--- src/rtl/pc_fetch_unit.sv ---
// rtl/pc_fetch_unit.sv - program counter and instruction fetch sequencer
module pc_fetch_unit #(
  parameter logic [15:0] RESET_PC = 16'h0000,
  parameter int          MAX_WAIT = 8
) (
  input  logic        clk,
  input  logic        rst,
  input  logic        start,
  input  logic        halt,
  input  logic [15:0] nextPC,
  input  logic        ex_done,
  input  logic        imem_ack,
  input  logic [15:0] imem_rdata,
  output logic        imem_req,
  output logic [15:0] imem_addr,
  output logic [15:0] PC,
  output logic [15:0] IR,
  output logic [10:0] Ins,
  output logic        ir_valid,
  output logic [15:0] retired,
  output logic        fetch_err,
  output logic        busy
);

  // Wide enough to hold MAX_WAIT-1 for any MAX_WAIT >= 1.
  localparam int WW = $clog2(MAX_WAIT) + 1;
  localparam logic [WW-1:0] LAST_WAIT = WW'(MAX_WAIT - 1);

  typedef enum logic [2:0] {
    S_IDLE,
    S_REQ,
    S_EXEC,
    S_HALTED,
    S_ERR
  } state_t;

  state_t        state;
  logic [WW-1:0] wait_cnt;

  // Fetch/execute sequencing: the state register plus PC, IR, retire count and wait counter.
  always_ff @(posedge clk or posedge rst) begin
    if (rst) begin
      state    <= S_IDLE;
      PC       <= RESET_PC;
      IR       <= '0;
      retired  <= '0;
      wait_cnt <= '0;
    end else begin
      case (state)
        S_IDLE: begin
          wait_cnt <= '0;
          if (start) state <= S_REQ;
        end
        S_REQ: begin
          if (imem_ack) begin
            // An ack on the last allowed cycle still wins over the timeout.
            IR       <= imem_rdata;
            wait_cnt <= '0;
            state    <= S_EXEC;
          end else if (wait_cnt == LAST_WAIT) begin
            wait_cnt <= '0;
            state    <= S_ERR;
          end else begin
            wait_cnt <= wait_cnt + 1'b1;
          end
        end
        S_EXEC: begin
          // halt only matters at the commit point.
          if (ex_done) begin
            PC      <= nextPC;
            retired <= retired + 16'd1;
            state   <= halt ? S_HALTED : S_REQ;
          end
        end
        S_HALTED: begin
          wait_cnt <= '0;
          if (start) state <= S_REQ;
        end
        S_ERR: begin
          state <= S_ERR;
        end
        default: begin
          state <= S_IDLE;
        end
      endcase
    end
  end

  // Status decodes depend on the registered state only, so no input reaches these outputs.
  assign imem_req  = (state == S_REQ);
  assign ir_valid  = (state == S_EXEC);
  assign busy      = (state == S_REQ) || (state == S_EXEC);
  assign fetch_err = (state == S_ERR);

  // Address is the PC, which is only updated on commit and therefore stable throughout REQ.
  assign imem_addr = PC;
  assign Ins       = IR[10:0];

endmodule

--- config.mk ---
export PLATFORM = sky130hd
export DESIGN_NAME = pc_fetch_unit
export DESIGN_NICKNAME = d
export VERILOG_FILES = /design/src/rtl/pc_fetch_unit.sv
export SDC_FILE = /design/constraint.sdc
export NUM_CORES = 1
export LEC_CHECK = 0
export CAP_MARGIN = 20
export CORE_ASPECT_RATIO = 1.25
export CORE_MARGIN = 5
export CORE_UTILIZATION = 40
export CTS_CLUSTER_DIAMETER = 60
export CTS_CLUSTER_SIZE = 14
export DETAILED_ROUTE_END_ITERATION = 10
export GPL_TIMING_DRIVEN = 0
export PLACE_DENSITY = 0.87
export SLEW_MARGIN = 20
export SYNTH_ARGS = -nofsm -noshare
export SYNTH_HDL_FRONTEND = slang
export SYNTH_SLANG_ARGS = --single-unit
--- constraint.sdc ---
create_clock -name clk -period 4.5 [get_ports clk]
set_input_delay 1.125 -clock clk [delete_from_list [all_inputs] [get_ports clk]]
set_output_delay 1.125 -clock clk [all_outputs]
set_load 0.005 [all_outputs]
# After elaboration in Yosys (flattened, before gate mapping)
# Index checks and enable logic that the tools add are counted.
# op_classes
n_addsub,2
n_eq_ne,8
muxes,9
reduce_logical,7
# ops
op,n
$add A16 B1 Y16 const B,1
$mux W3,4
$pmux W3 S4,1
$mux W4,2
$pmux W4 S2,1
$eq A3 B2 Y1 const B,2
$add A4 B1 Y4 const B,1
$eq A4 B3 Y1 const B,1
$reduce_and A2 Y1,2
$eq A3 B1 Y1 const B,1
$eq A3 B3 Y1 const B,1
$logic_not A3 Y1,1
$ne A3 B2 Y1 const B,1
$reduce_and A3 Y1,1
$mux W2,1
$ne A2 B1 Y1 const B,1
$ne A2 B2 Y1 const B,1
$reduce_bool A2 Y1,1
$reduce_or A2 Y1,1
$logic_or A1 B1 Y1,1
# totals
regBits,55
inputBits,38
out_inout_bits,79
wordCells,31

# Logic depth before layout (Yosys ltp)
# logic_depth
ltp_word,4
ltp_mapped,6
ltp_nobuf,5

# Worst setup path before layout
# OpenSTA, ideal clock, no wires.
# synth_timing
path_type,input to register
start,input port ex_done
end,register PC[0]
setup_time_ns,0.125
arrival_time_ns,1.892
t_required_ns,4.375
path_slack_ns,2.483
path_stages,4
n_path_buf,2
path_cell_list,nand4bb_4 -> buf_4 -> buf_4 -> mux2_2
# synth_via
elab_chain_cells,1
# synth_rtl
item,line,rtl
"start, declared",11,"input logic ex_done,"
$reduce_and A2 Y1 (no source line),--,
"end signal, assigned",70,PC <= nextPC;
"end, declared",16,"output logic [15:0] PC,"
# No other way between the ends.
# A chain may end at the register's enable or synchronous reset.

# Final worst setup path
# layout_timing
start,register state[1]
end,output port busy
# layout_via
elab_chain_cells,2
word_cells_on_any_way,3
cone_classes,eq/ne (2); reduce/logical (1)
# layout_rtl
item,line,rtl
"start, declared",37,state_t state;
"start signal, assigned",72,state <= halt ? S_HALTED : S_REQ;
$eq A3 B1 Y1 or $eq A3 B2 Y1 (tied branches),92,assign busy = (state == S_REQ) || (state == S_EXEC);
$logic_or A1 B1 Y1 (*),92,
"end, declared",22,output logic busy
# Every way passes the cells marked *; elsewhere a longest branch is shown, timed or not.

==> summary.txt <==
Setup path
  – Critical Path AT: 1.73 ns
  – Critical path startpoint category: flop
  – Max FO, Critical Path: 10
  – Critical Path Start: state[1]$_DFFE_PP0P_
  – Req. time, crit path: approximately 3.4 ns
  – CP endpoint kind: output pin
  – Worst r2r src: state[2]$_DFFE_PP0P_
  – Worst Setup Path Type: flop to output pin

STA
  – Slew at the pin with the worst max-slew slack: roughly 0.67 ns
  – Max frequency: 0.350 GHz
  – Fin crit period: 2.86 ns
  – Final TNS setup: 0 ns
  – Endpoints failing setup: 0
  – Rel. slew slack: 55.2%
  – Max Slew Vio Count: 0
  – Fin. Hold Viols: 0
  – Worst Skew: 0.00817 ns
  – RSZ-0062 raised after global routing: false
  – Final period utilization: 63.5%

Layout
  – Filler cells: around 540
  – Non-filler instance count after layout: between 400 and 500
  – Number of diodes: 0
  – Nets: 367
  – Share of post-route cells with drive strength above 1: 23.9%
  – Area Growth Syn to Fin: 51.8%

Floorplanning
  – Die H: 100 um
  – IO Pins: 117
  – Die extent in x: 82.1 um
  – Core area: 6250 um^2
  – Starting Density: 41.6%
  – Die Area: 8230 um^2
  – FP Rows: 32

Synth
  – Netlist cell types: 37
  – Syn Inst Count: between 200 and 250
  – Synthesized Nets: 244
  – Post-synth top cells: dfrtp_1, buf_4, mux2_2
  – Most common cell in the netlist: dfrtp_1
  – EDFF count, synth: 0
  – Post-synth top area share: 52.9%
  – Cell Area, Synth: 2600 um^2
  – Synth warn: 0
  – Synthesized area per cell: 12.8 um^2
  – Seq cells post-synth: 55
  – Async set-reset flop share out of synthesis: 100%
  – Seq/Total Area, Yosys: 52.9%
  – Synth area leader: dfrtp_1
  – Top post-synthesis cells by area: dfrtp_1, mux2_2, buf_4
  – Top FF cell, synth: dfrtp_1

Clock network
  – CTS sink cnt: 55
  – Clock Latency Late Sink: 0.30 ns
  – Clk root buf: clkbuf_8
  – CTS tree: built
  – Worst-path clk slew: ~0.09 ns
  – Htree depth: 2
  – Post-CTS sizing: 0
  – Clk buf depth: 2
  – Hold buffer count at CTS: 0
  – Setup bufs post-CTS: 0
  – CTS Buf Count: 5

Drt
  – DR pass1 iterations: 4
  – Post-DR wirelength/cell: 14.4 um
  – Drt first-iter violations: 57
  – DR DRC count: 0
  – Via density: 4.63
  – Final Routed Wirelength: 5920 um
  – Post-route ant nets: 0
  – Vias: between 1500 and 2000

Global route
  – Vias in the first global route: a little under 2000
  – First-pass GRT wire length: 9500 um
  – GRT Total Usage: 14.9%
  – Antenna violations before repair: 0
  – Largest net degree at the start of global routing: 56
  – Total congestion overflow after global routing: 0

Worst hold path
  – Hold path startpoint: retired[15]$_DFFE_PP0P_
  – Hold Path Class: flop to flop

Run status
  – Run status: finished, final reports clean

Power
  – Pwr dens: 585 nW/um^2
  – Leakage: 0.00167 uW
  – Worst vdd ir: 0.255 mV

Placement
  – Final GP Congestion: approximately 0.80
  – Dpl hpwl: 4740 um
  – Port bufs: 116
  – Placed Instances: between 400 and 500

Job
  – Max_cap viols: 0
[critical path, cell delays in order (launching register included)]
cell	delay, ns
dfrtp_1	0.42
buf_4	0.18
nand2b_1	0.13
a21oi_1	0.18
clkdlybuf4s50_1	0.52
[per-layer routing]
metal	vias to the layer above	GRT usage [%]	part of all wire (%)
met4	0	3.45	0.96
met3	5	3.68	5.8
met2	51	28.7	58
li1	912	-	-
met1	936	15.7	36
met5	-	0	0
[state kept, by name, indices dropped and copies added (netlist names)]
register  cells
PC           16
retired      16
state         3
wait_cnt      4
IR           16
[cell type report]
type	instances	area, um^2	area share [%]
Clock buffer	5	68.8	1.74
Sequential cell	55	1380	34.9
Timing Repair Buffer	116	1160	29.4
Multi-Input combinational cell	115	966	24.5
Tap cell	85	106	2.69
Buffer	33	255	6.47
Inverter	1	6.26	0.158
Clock inverter	1	7.51	0.190
[per-stage QoR]
stage          hold WS, ns  setup slack (ns)  util, %  total power [uW]  area [um^2]
2_1_floorplan        0.468              2.03        -              1360         2600
3_3_place_gp         0.460             0.995     61.9              2040         3870
3_5_place_dp         0.479              1.80     62.0              2090         3870
4_1_cts              0.494              1.63     63.2              2350         3950
5_1_grt              0.518              1.51     63.2              2460         3950
6_report             0.489              1.64     63.2              2310         3950
[cell families after synthesis]
kind of cell,count (synthesis),share of synthesized area (%)
simple gates,51,12.1
mux,33,15.7
fa+ha+maj,2,0.962
compound gates,13,2.98
xor+xnor,16,5.39
flops,55,52.9
buf+inv,34,9.96
[where the power goes]
group          switching (uW)  internal [uW]  leakage [uW]
Combinational             339            898      0.000949
Sequential                151            671      0.000688
Clock                     148            104     0.0000361
[placed cells by master, fill, tap and decap left out, types with 6 or more instances in the layout]
cell and count:
clkdlybuf4s50_1 116, dfrtp_1 55, buf_4 30, mux2_2 22, nand2_1 14, xnor2_1 13, mux2_4 10, nand3_1 6
[final timing paths]
path                                           end  slack, ns  depth (start not counted)
max                                           busy       1.64                          4
min                        retired[15]$_DFFE_PP0P_       0.49                          1
max reg2reg                   state[1]$_DFFE_PP0P_       2.85                          5
min reg2reg                retired[15]$_DFFE_PP0P_       0.49                          1
max in group asynchronous     state[0]$_DFFE_PP0P_       2.78                          2
min in group asynchronous       IR[14]$_DFFE_PP0P_       1.27                          2
Note: power is estimated with default switching activity, not from simulation.
